File: src/rtl/fac8_0_burst_rx.sv
// Burst receiver: captures an 8-beat complex burst, then replays it in
// bit-reversed index order (0,4,2,6,1,5,3,7) with beat index and done pulse.
module fac8_0_burst_rx #(
  parameter int unsigned DATA_WIDTH = 16,
  parameter int unsigned BURST_LEN  = 8
) (
  input  logic                  clk,
  input  logic                  rst,
  input  logic                  valid_in,
  input  logic [DATA_WIDTH-1:0] din_re,
  input  logic [DATA_WIDTH-1:0] din_im,
  output logic                  dout_valid,
  output logic [DATA_WIDTH-1:0] dout_re,
  output logic [DATA_WIDTH-1:0] dout_im,
  output logic [2:0]            dout_idx,
  output logic                  done,
  output logic                  busy,
  output logic                  err_short,
  output logic                  err_ovf
);

  localparam int unsigned WordW   = 2 * DATA_WIDTH;
  localparam logic [2:0]  LastIdx = 3'(BURST_LEN - 1);

  typedef enum logic [1:0] {StIdle, StCapture, StDrain} state_e;

  function automatic logic [2:0] bitrev3(input logic [2:0] i);
    return {i[0], i[1], i[2]};
  endfunction

  state_e                state_q, state_d;
  logic [2:0]            wcnt_q, wcnt_d;
  logic [2:0]            rcnt_q, rcnt_d;
  logic                  armed_q, armed_d;
  logic                  dout_valid_q, dout_valid_d;
  logic [DATA_WIDTH-1:0] dout_re_q, dout_re_d;
  logic [DATA_WIDTH-1:0] dout_im_q, dout_im_d;
  logic [2:0]            dout_idx_q, dout_idx_d;
  logic                  done_q, done_d;
  logic                  err_short_q, err_short_d;
  logic                  err_ovf_q, err_ovf_d;

  // Capture buffer, packed {re, im}; deliberately not reset.
  logic [WordW-1:0]      mem_q [BURST_LEN];
  logic                  mem_we;
  logic [2:0]            mem_waddr;
  logic [WordW-1:0]      mem_wdata;
  logic [WordW-1:0]      rd_word;

  assign mem_wdata = {din_re, din_im};
  assign rd_word   = mem_q[bitrev3(rcnt_q)];

  // Next-state, buffer write control and registered output values.
  always_comb begin
    state_d      = state_q;
    wcnt_d       = wcnt_q;
    rcnt_d       = rcnt_q;
    armed_d      = armed_q;
    mem_we       = 1'b0;
    mem_waddr    = wcnt_q;
    dout_valid_d = 1'b0;
    dout_re_d    = dout_re_q;
    dout_im_d    = dout_im_q;
    dout_idx_d   = dout_idx_q;
    done_d       = 1'b0;
    err_short_d  = 1'b0;
    err_ovf_d    = 1'b0;
    case (state_q)
      StIdle: begin
        // Arming needs a low strobe so a still-held valid_in cannot retrigger.
        if (!valid_in) begin
          armed_d = 1'b1;
        end else if (armed_q) begin
          mem_we    = 1'b1;
          mem_waddr = 3'd0;
          wcnt_d    = 3'd1;
          armed_d   = 1'b0;
          state_d   = StCapture;
        end
      end
      StCapture: begin
        if (valid_in) begin
          mem_we = 1'b1;
          wcnt_d = wcnt_q + 3'd1;
          if (wcnt_q == LastIdx) begin
            rcnt_d  = 3'd0;
            state_d = StDrain;
          end
        end else begin
          err_short_d = 1'b1;
          wcnt_d      = 3'd0;
          state_d     = StIdle;
        end
      end
      StDrain: begin
        dout_valid_d = 1'b1;
        dout_re_d    = rd_word[WordW-1:DATA_WIDTH];
        dout_im_d    = rd_word[DATA_WIDTH-1:0];
        dout_idx_d   = rcnt_q;
        rcnt_d       = rcnt_q + 3'd1;
        err_ovf_d    = valid_in;
        if (rcnt_q == LastIdx) begin
          done_d  = 1'b1;
          state_d = StIdle;
        end
      end
      default: state_d = StIdle;
    endcase
  end

  // Control and output registers with asynchronous reset.
  always_ff @(posedge clk or posedge rst) begin
    if (rst) begin
      state_q      <= StIdle;
      wcnt_q       <= 3'd0;
      rcnt_q       <= 3'd0;
      armed_q      <= 1'b0;
      dout_valid_q <= 1'b0;
      dout_re_q    <= '0;
      dout_im_q    <= '0;
      dout_idx_q   <= 3'd0;
      done_q       <= 1'b0;
      err_short_q  <= 1'b0;
      err_ovf_q    <= 1'b0;
    end else begin
      state_q      <= state_d;
      wcnt_q       <= wcnt_d;
      rcnt_q       <= rcnt_d;
      armed_q      <= armed_d;
      dout_valid_q <= dout_valid_d;
      dout_re_q    <= dout_re_d;
      dout_im_q    <= dout_im_d;
      dout_idx_q   <= dout_idx_d;
      done_q       <= done_d;
      err_short_q  <= err_short_d;
      err_ovf_q    <= err_ovf_d;
    end
  end

  // Buffer write port.
  always_ff @(posedge clk) begin
    if (mem_we) begin
      mem_q[mem_waddr] <= mem_wdata;
    end
  end

  assign dout_valid = dout_valid_q;
  assign dout_re    = dout_re_q;
  assign dout_im    = dout_im_q;
  assign dout_idx   = dout_idx_q;
  assign done       = done_q;
  assign busy       = (state_q != StIdle);
  assign err_short  = err_short_q;
  assign err_ovf    = err_ovf_q;

endmodule
File: config.mk
export PLATFORM = sky130hd
export DESIGN_NAME = fac8_0_burst_rx
export DESIGN_NICKNAME = d
export VERILOG_FILES = /design/src/rtl/fac8_0_burst_rx.sv
export SDC_FILE = /design/constraint.sdc
export NUM_CORES = 1
export LEC_CHECK = 0
export CORE_AREA = 2 2 171 207
export CTS_CLUSTER_SIZE = 24
export DETAILED_ROUTE_END_ITERATION = 10
export DIE_AREA = 0 0 173 209
export GPL_TIMING_DRIVEN = 0
export PLACE_DENSITY = 0.49
export SYNTH_ARGS = -nofsm -noshare
export SYNTH_HDL_FRONTEND = slang
export SYNTH_SLANG_ARGS = --single-unit
export TNS_END_PERCENT = 50
File: constraint.sdc
create_clock -name clk -period 4.1 [get_ports clk]
set_input_delay 0.615 -clock clk [delete_from_list [all_inputs] [get_ports clk]]
set_output_delay 0.615 -clock clk [all_outputs]
set_load 0.01 [all_outputs]
======== Word level (Yosys, flattened, before mapping) ========
Memory sizes are Yosys's and may differ from the RTL's. A register that Yosys moved wholly into a read port is not among the register bits.
Cells that the tools add are included.
Widths: inputs -> output; s select.
operators by class
  add/subtract/negate cells ............... 2
  equal/unequal tests ..................... 10
  reductions and logical operators ........ 7
  multiplexer cells ....................... 28
operators by type and width
  kind                 count
  $mux 3               8
  $pmux 3 s2           2
  $mux 1               11
  $mux 2               5
  $ne 2x2->1 const B   5
  $add 3x1->3 const B  2
  $eq 3x3->1 const B   2
  $pmux 2 s3           1
  $reduce_and 3->1     2
  $reduce_bool 2->1    3
  $reduce_and 4->1     1
  $ne 3x3->1 const B   1
  $eq 2x1->1 const B   1
  $eq 2x2->1 const B   1
  $logic_not 2->1      1
  $pmux 1 s2           1
word-level totals
  input port bits ......................... 35
  output and inout bits ................... 40
  flip-flop bits (word level) ............. 16
  word-level logic and storage cells ...... 57
  memories kept ........................... 1
  bits in writable memories ............... 256
memory list
  name   depth  width  read ports  clocked after Yosys merged registers in  write ports  RTL line  text
  mem_q  8      32     1           1                                        1            44        logic [WordW-1:0] mem_q [BURST_LEN];

======== Depth between registers and ports, before layout ========
Gate-level depths: netlist of run 1.
  depth in word-level cells ............... 5
  gate-level depth with buffers ........... 6
  gate-level depth less buffers ........... 5

======== Least setup slack after synthesis of run 1 ========
No wires, ideal clock.
  path type ............................... input -> register
  start point ............................. input port valid_in
  end point ............................... memory mem_q[2][0] in the netlist's numbering (enable)
  path buffers ............................ 0
  setup time .............................. 0.501 ns
  stages on the path ...................... 3
  data required time ...................... 3.599 ns
  path slack .............................. -0.401 ns
  data arrival time ....................... 3.999 ns
  cell sequence ........................... nor2b_1 > nand2_1 > nor4_1
on the way
  longest elaborated chain between the ends .. 4
  elaborated cells on any way between the ends .. 7
  classes of those cells .................. mux: 7
ends and longest elaborated chain
  what                              RTL line  text
  from (decl)                       9         input logic valid_in,
  $mux 1, on equally long branches  82, 71
  $pmux 1 s2                        68        case (state_q)
  $mux 1                            142       if (mem_we) begin
  $mux 1 (not written as such)      143       mem_q[mem_waddr] <= mem_wdata;
  to (decl)                         44
Several ways; a longest one is shown, not always the timed one.

======== Final worst setup path of run 1 ========
  start point ............................. input port valid_in
  end point ............................... memory mem_q[3][26] in the netlist's numbering (enable)
The elaborated chain is that of the path after synthesis.

==> results of run 1 <==
-- power groups by stage --
stage               sequential (mW)  combinational [mW]  clock [mW]
global route                   3.68               0.846        3.12
CTS                            3.66               0.798        2.99
detailed placement             3.73               0.794           0
global placement               3.73               0.726           0
finish                         3.66               0.780        2.92
floorplan                      3.74               0.340           0
-- state kept, by name, indices dropped and copies added (netlist names) --
name and count:
armed_q 1, done 1, dout_idx 3, dout_im 16, dout_re 16, dout_valid 1
err_ovf 1, err_short 1, mem_q 256, rcnt_q 3, state_q 2, wcnt_q 3
-- cells in the mapped netlist (all sizes together) --
| cell type | number | area, sq um |
|---|---|---|
| nand2 | 45 | 169 |
| nand3 | 2 | 10.0 |
| nor3b | 1 | 7.51 |
| ha | 4 | 50.1 |
| a22o | 31 | 272 |
| nand3b | 1 | 7.51 |
| o31ai | 32 | 385 |
| nor4 | 1 | 6.26 |
| clkbuf | 12 | 45.0 |
| o2bb2ai | 6 | 52.6 |
| inv | 4 | 15.0 |
| nor2b | 3 | 18.8 |
| dfrtp | 48 | 1200 |
| a211oi | 1 | 7.51 |
| mux2i | 64 | 641 |
| nor3 | 3 | 15.0 |
| nand2b | 2 | 12.5 |
| nor4b | 1 | 8.76 |
| and2 | 2 | 12.5 |
| or2b | 1 | 7.51 |
| nor2 | 9 | 33.8 |
| o21ai | 2 | 10.0 |
| o22ai | 32 | 200 |
| edfxtp | 256 | 7690 |
| or2 | 2 | 12.5 |
| a21oi | 7 | 35.0 |
| buf | 27 | 203 |
| mux2 | 64 | 721 |
-- metal layers --
metal	share of wire, %	vias up
li1	-	2859
met1	42	3189
met2	52	155
met3	4.3	39
met4	1.8	0
met5	0	-
-- kinds of logic after synthesis --
kind of cell             Yosys count  share of synthesized area, %
flip-flops                       304                          75.0
buffers and inverters             43                          2.22
multiplexers                     128                          11.5
AO/OA/AOI/OAI                    111                          8.12
adder cells (fa/ha/maj)            4                         0.422
AND/OR/NAND/NOR                   73                          2.71
-- worst max-delay path: stages --
cell and delay (ps):
clkdlybuf4s50_1 590, nor2b_1 320, nand2_1 290, nor3_2 760, buf_6 250, buf_6 160
-- layout make-up --
class	instances	area [sq um]
clock inverter	22	255
inverter	4	15.0
fill	3116	19800
tap	462	578
timing repair buffer	91	1010
multi-input combinational	316	2760
sequential	304	8890
buffer	39	248
antenna	1	2.50
clock buffer	34	797
-- worst max path at each step --
stage	to	from	slack, ps
final	mem_q[3][26]	valid_in	1360
after global placement	mem_q[3][27]	valid_in	-2890
after global routing	mem_q[3][3]	valid_in	1230
after floorplan	mem_q[3][0]	valid_in	490
after CTS	mem_q[3][26]	valid_in	1330
after detailed placement	mem_q[3][26]	valid_in	760
-- stage by stage --
| stage | utilization (%) | cell area, sq um | setup TNS (ps) | power [mW] | instances |
|---|---|---|---|---|---|
| 2_1_floorplan | - | 11900 | 0 | 4.08 | 663 |
| 4_1_cts | 42.4 | 14600 | 0 | 7.45 | 1272 |
| 6_report | 42.4 | 14600 | 0 | 7.36 | 1273 |
| 5_1_grt | 42.4 | 14600 | 0 | 7.64 | 1272 |
| 3_5_place_dp | 39.3 | 13500 | 0 | 4.52 | 1216 |
| 3_3_place_gp | 38.3 | 13200 | -377360 | 4.45 | 1199 |
==> flow_metrics.py, run 1 <==
metrics = {
    "logic_synthesis": {
        "ys_ff_latch": 304,
        "synth_cell_types": 35,
        "synth_warnings": 0,
        "syn_area_sq_um": 11800,
        "synth_seq_area_share_pct": 75.0,
        "syn_avg_cell_area_sq_um": 17.9,
        "synth_nets": 702,
        "syn_inst": 663,
    },
    "placement": {
        "routabilityCongestion": 0.706,
        "hpwl_um": 18500,
        "port_buffers": 74,
        "post-place-ws_ps": 758,
    },
    "route": {
        "dr.first_iter.drc_count": 421,
        "vias_per_cell": 4.90,
        "drcViolationCount": 0,
        "first_pass_iters": 6,
        "wl_per_cell_um": 22.3,
        "vias": 6242,
        "ant_nets": 0,
        "totalWireLength_um": 28400,
    },
    "power": {
        "p_clk_share_pct": 39.7,
        "switching_share_pct": 22.6,
        "seqPwrFrac_pct": 49.7,
        "leakage_nw": 4.93,
        "ir_drop_mv": 0.208,
        "p_per_area_nw_per_um2": 506,
        "p_sw_mw": 1.66,
        "p_int_mw": 5.70,
        "power_frac_comb_pct": 10.6,
    },
    "floorplan": {
        "die_h_um": 209,
        "die_x_um": 173,
        "rows": 75,
        "die_area_sq_um": 36200,
        "start_util_pct": 34.5,
        "io-pin-count": 75,
        "core_area_sq_um": 34300,
    },
    "setup_path": {
        "r2r_end": "mem_q[3][26]",
        "cp_max_fo": 7,
        "rrSetupSlack_ps": 1430,
        "reg2reg_from": "state_q[1]",
        "critPathLaunchType": "input port",
        "critPathCaptureType": "register",
        "arrival_ps": 3000,
        "critical_path_required_ps": 4360,
        "path_class": "input port to register",
        "reg2regPathDepth": 6,
    },
    "layout": {
        "drive_gt1_share_pct": 20.9,
        "nets": 825,
        "layout_commonest_cell": "edfxtp_1",
        "syn_to_final_growth_pct": 22.9,
        "final_cell_mix": "edfxtp_1 (256), clkdlybuf4s50_1 (74), mux2i_1 (64)",
    },
    "timing": {
        "finalSetupViolCount": 0,
        "final-hold-violation-count": 0,
        "drv_slew": 0,
        "setup_slack_ps": 1360,
        "max_freq_ghz": 0.365,
        "slew_headroom_pct": 39.1,
        "finalCritPeriodShare_pct": 66.7,
        "worstMarginPinSlew_ps": 909,
        "rsz0062_at_grt": "no",
        "final.setup_skew_ps": 8.64,
        "hold_ws_ps": 400,
        "fin_crit_ps": 2740,
    },
    "grt": {
        "top_usage_layer": "met2",
        "grt_pass1_vias": 6835,
        "grt_max_degree": 34,
        "track_usage_pct": 15.7,
        "met1_usage_pct": 19.3,
        "gr-total-overflow": 0,
        "grt_util_met2_pct": 28.5,
        "use_met3_pct": 2.53,
        "grt_pass1_wl_um": 42800,
        "antenna_found_initial": 0,
    },
    "clock_network": {
        "clock-root-buffer": "clkbuf_16",
        "clock_tree.buffer_depth": 3,
        "clock_latency_ps": 560,
        "cts_resized": 0,
        "htreeDepth": 1,
        "cts.reportedPaths.clkPinSlew_ps": 60,
        "cts.sinks": 304,
        "hold_buffers": 0,
        "cts_tree": "done",
        "cts_buffers": 30,
        "cts_setup_buffers": 0,
    },
    "status": {
        "status": "complete, no violations",
    },
    "run": {
        "cap_violations": 0,
    },
    "worst_hold_path": {
        "worstHoldPathType": "input port to async pin",
    },
}
Power figures use the tool's default switching activity.
==> run 2: changes to the inputs <==
Clock period 4.1 ns to 2.41 ns, I/O delays scaled along.
==> run 2 against run 1 <==
Critical path depth decreased by 3. Sequential share of layout area decreased by 0.88 points. Critical endpoint is now mem_q[4][25]. Highest routed layer unchanged. Die area unchanged. Routed wire length increased by 0.47%.
==> flow_metrics.py, run 2 (synthesis gave the netlist of run 1 again) <==
metrics = {
    "clock_network": {
        "cts.reportedPaths.clkPinSlew_ps": 60,
        "clock_tree.buffer_depth": 3,
        "cts.sinks": 304,
        "hold_buffers": 0,
        "clock-root-buffer": "clkbuf_16",
        "cts_tree": "done",
        "htreeDepth": 1,
        "cts_buffers": 30,
        "clock_latency_ps": 560,
    },
    "floorplan": {
        "die_h_um": 209,
        "die_x_um": 173,
        "start_util_pct": 34.5,
        "core_area_sq_um": 34300,
        "rows": 75,
        "die_area_sq_um": 36200,
        "io-pin-count": 75,
    },
    "grt": {
        "grt_pass1_vias": 6803,
        "antenna_found_initial": 0,
        "gr-total-overflow": 0,
        "track_usage_pct": 15.8,
        "grt_pass1_wl_um": 42600,
        "grt_max_degree": 30,
    },
    "setup_path": {
        "cp_max_fo": 17,
        "critPathLaunchType": "register",
        "arrival_ps": 2520,
        "critical_path.startpoint": "wcnt_q[2]",
        "critPathCaptureType": "register",
        "rrSetupSlack_ps": 150,
        "setup.worst_path.end": "mem_q[4][25]",
        "path_class": "register to register",
        "critical_path_required_ps": 2660,
        "r2r_end": "mem_q[4][25]",
        "reg2regPathDepth": 3,
        "reg2reg_from": "wcnt_q[2]",
    },
    "timing": {
        "fin_crit_ps": 2260,
        "rsz0062_at_grt": "no",
        "final.setup_skew_ps": 19.0,
        "final-hold-violation-count": 0,
        "finalCritPeriodShare_pct": 93.9,
        "finalSetupViolCount": 0,
        "drv_slew": 0,
        "slew_headroom_pct": 48.4,
        "max_freq_ghz": 0.442,
        "worstMarginPinSlew_ps": 772,
    },
    "layout": {
        "regMostFlops": "mem_q",
        "syn_to_final_growth_pct": 24.7,
        "nets": 825,
        "stdcell_count": 1272,
        "drive_gt1_share_pct": 21.7,
        "largest_reg_flops": 256,
        "layout_commonest_cell": "edfxtp_1",
        "diodes": 0,
        "final_cell_mix": "edfxtp_1 (256), clkdlybuf4s50_1 (74), mux2i_1 (64)",
    },
    "route": {
        "first_pass_iters": 4,
        "vias_per_cell": 4.90,
        "vias": 6234,
        "wl_per_cell_um": 22.5,
        "dr.first_iter.drc_count": 367,
        "drcViolationCount": 0,
        "totalWireLength_um": 28600,
        "ant_nets": 0,
    },
    "power": {
        "power_mw": 13.1,
        "p_per_area_nw_per_um2": 884,
        "leakage_nw": 5.00,
        "ir_drop_mv": 0.494,
    },
    "placement": {
        "dp_cells": 1212,
        "port_buffers": 74,
        "routabilityCongestion": 0.724,
        "hpwl_um": 18000,
    },
    "run": {
        "cap_violations": 0,
    },
    "status": {
        "status": "complete, no violations",
    },
    "worst_hold_path": {
        "worstHoldPathType": "input port to async pin",
    },
}
==> run 2: cell type report <==
| type | instances | area [sq um] |
|---|---|---|
| fill | 3072 | 19600 |
| sequential | 304 | 8890 |
| multi-input combinational | 317 | 2780 |
| timing repair buffer | 91 | 1080 |
| clock buffer | 33 | 783 |
| tap | 462 | 578 |
| clock inverter | 23 | 397 |
| buffer | 38 | 244 |
| inverter | 4 | 15.0 |
==> run 2: repair_timing <==
item                       4_1_cts  5_1_grt
setup endpoints to repair       78       36
gates cloned                     1        0
resized for setup                2        0
buffers inserted                 4        0
pin swaps                        3        0
==> run 2: per-layer routing <==
layer / track usage, % / share of wire, % / vias up
li1: - / - / 2851
met1: 19.6 / 42 / 3212
met3: 2.22 / 4.1 / 33
met4: 4.85 / 2.1 / 0
met2: 28.6 / 52 / 138
met5: 0 / 0 / -
==> run 2: critical path: stages, from the launching register on <==
cell,delay (ps)
dfrtp_1,620
nand3_1,400
nor2_4,670
buf_16,250
==> run 2: worst min path at each step <==
stage	from	slack (ps)	to	cells past startpoint
2_1_floorplan	valid_in	430	err_short	1
3_3_place_gp	dout_idx[2]	470	dout_idx[2]	2
3_5_place_dp	dout_idx[2]	470	dout_idx[2]	2
4_1_cts	rst	220	dout_im[10]	2
5_1_grt	rst	240	dout_im[13]	2
6_report	rst	210	dout_re[7]	2
==> run 2: through the flow <==
step / TNS (ps) / area (sq um) / util [%] / hold slack (ps) / worst slack (ps)
after floorplan: -51950 / 11900 / - / 427 / -295
after CTS: 0 / 14800 / 43.0 / 216 / 11.3
final: 0 / 14800 / 43.0 / 207 / 146
after global placement: -598930 / 13200 / 38.4 / 473 / -2520
after detailed placement: -77980 / 13500 / 39.4 / 468 / -609
after global routing: 0 / 14800 / 43.0 / 236 / 42.4
==> run 2: power breakdown <==
part | internal, mW | switching, mW
logic | 0.649 | 0.703
registers | 6.05 | 0.174
clock network | 3.52 | 1.97
total | 10.2 | 2.84
==> run 3: changes to the inputs <==
Clock period 2.41 ns to 1.9 ns, I/O delays scaled along.
==> run 3 against run 2 <==
Sequential power increased by 27%. Clock-buffer cell count increased by 9. Die area unchanged. Non-clock buffer count increased by 10. Register-to-register slack got worse by 50 ps. Core utilization about the same. Hold slack got worse by 39 ps. Clock power increased by 11%. First-iteration DRC count increased by 27%. Clock skew decreased by 1.3 ps. Setup slack got worse by 70 ps. Largest power group unchanged.
==> flow_metrics.py, run 3 (synthesis gave the netlist of run 1 again) <==
metrics = {
    "status": {
        "status": "complete, no violations",
    },
    "timing": {
        "max_freq_ghz": 0.548,
        "finalSetupViolCount": 0,
        "slew_headroom_pct": 51.9,
        "rsz0062_at_grt": "no",
        "hold_ws_ps": 168,
        "drv_slew": 0,
        "final-hold-violation-count": 0,
        "setup_slack_ps": 76.4,
        "finalCritPeriodShare_pct": 96.0,
        "final.setup_skew_ps": 17.7,
        "worstMarginPinSlew_ps": 721,
        "fin_crit_ps": 1820,
    },
    "clock_network": {
        "cts.sinks": 304,
        "cts_tree": "done",
        "clock_latency_ps": 560,
        "clock-root-buffer": "clkbuf_16",
        "cts_buffers": 30,
        "cts.reportedPaths.clkPinSlew_ps": 60,
        "clock_tree.buffer_depth": 3,
        "htreeDepth": 1,
        "hold_buffers": 0,
    },
    "route": {
        "vias_per_cell": 4.91,
        "wl_per_cell_um": 21.8,
        "totalWireLength_um": 28000,
        "vias": 6289,
        "dr.first_iter.drc_count": 466,
        "ant_nets": 0,
        "drcViolationCount": 0,
        "first_pass_iters": 5,
    },
    "grt": {
        "grt_pass1_vias": 6739,
        "grt_pass1_wl_um": 42400,
        "antenna_found_initial": 3,
        "grt_max_degree": 29,
        "track_usage_pct": 15.6,
        "gr-total-overflow": 0,
    },
    "placement": {
        "hpwl_um": 18000,
        "routabilityCongestion": 0.708,
        "place_area_sq_um": 13600,
        "post-place-ws_ps": -833,
        "port_buffers": 74,
    },
    "layout": {
        "syn_to_final_growth_pct": 24.7,
        "largest_reg_flops": 256,
        "regMostFlops": "mem_q",
        "nets": 834,
        "fin_area_sq_um": 14800,
        "drive_gt1_share_pct": 23.6,
        "fin_util_pct": 43.0,
        "final_cell_mix": "edfxtp_1 (256), clkdlybuf4s50_1 (73), mux2i_1 (64)",
        "fill_cells": 3079,
        "layout_commonest_cell": "edfxtp_1",
    },
    "floorplan": {
        "die_h_um": 209,
        "core_area_sq_um": 34300,
        "io-pin-count": 75,
        "die_x_um": 173,
        "die_area_sq_um": 36200,
        "rows": 75,
        "start_util_pct": 34.5,
    },
    "worst_hold_path": {
        "worstHoldPathType": "input port to async pin",
    },
    "setup_path": {
        "path_class": "register to primary output",
        "arrival_ps": 1540,
        "critPathCaptureType": "primary output",
        "cp_max_fo": 10,
        "critical_path.startpoint": "state_q[0]",
        "critical_path_required_ps": 1620,
        "critPathLaunchType": "register",
        "reg2reg_from": "state_q[0]",
    },
    "power": {
        "switching_share_pct": 22.5,
        "p_sw_mw": 3.54,
        "p_clk_share_pct": 38.5,
        "seqPwrFrac_pct": 50.3,
        "power_mw": 15.7,
        "ir_drop_mv": 0.643,
        "leakage_nw": 5.04,
        "power_frac_comb_pct": 11.2,
        "p_per_area_nw_per_um2": 1060,
        "p_int_mw": 12.2,
    },
    "run": {
        "cap_violations": 0,
    },
}
run 3: cell count changes in the layout (fill, tap and decap cells not counted), sizes merged:
cell	previous run	this run
clkdlybuf4s50	74	73
bufinv	11	4
diode	0	1
clkbuf	44	53
buf	44	55
clkinvlp	3	1
nor2	10	9
run 3: cell type report:
class | count | area [sq um] | share of cell area [%]
antenna | 1 | 2.50 | 0.0169
tap | 462 | 578 | 3.91
buffer | 38 | 265 | 1.80
timing repair buffer | 101 | 1210 | 8.22
sequential | 304 | 8890 | 60.2
multi-input combinational | 316 | 2790 | 18.9
clock buffer | 42 | 847 | 5.73
clock inverter | 14 | 174 | 1.18
inverter | 4 | 15.0 | 0.102
run 3: timing repair:
| action | in CTS | in global routing |
|---|---|---|
| gates resized for setup | 11 | 6 |
| pin swaps | 6 | 1 |
| buffers inserted | 12 | 2 |
| endpoints found under the setup margin | 283 | 69 |
run 3: path summary, 6_finish.rpt:
kind                                end  slack (ps)  depth (start not counted)
setup reg to reg           mem_q[2][26]         100                          4
max in group asynchronous    dout_im[2]        1110                          3
hold / removal               dout_re[3]         170                          2
hold reg to reg             dout_idx[2]         480                          2
min in group clk              err_short         410                          2
setup / recovery                   busy          80                          2
run 3: critical path, stage by stage (launching register included):
cell and delay (ps):
dfrtp_1 480, or2_2 350, buf_2 150
run 3: power by group through the flow:
stage                     registers [mW]  logic, mW  clock network [mW]
after floorplan                     8.07      0.759                   0
after global placement              8.04       1.60                   0
after detailed placement            8.05       1.74                   0
after CTS                           7.91       1.78                6.23
after global routing                7.95       1.90                6.49
final                               7.91       1.75                6.06
run 3: per-stage QoR:
stage          cells  TNS, ps
3_5_place_dp    1212  -139360
5_1_grt         1282        0
4_1_cts         1279    -2410
2_1_floorplan    663   -48070
3_3_place_gp    1199  -463600
6_report        1282        0
run 3: layer usage:
layer	vias up	track usage, %	wire length [um]
met5	-	0	30
met1	3205	19.7	11900
li1	2876	-	-
met4	4	4.50	565
met3	36	2.67	1280
met2	168	27.6	14200
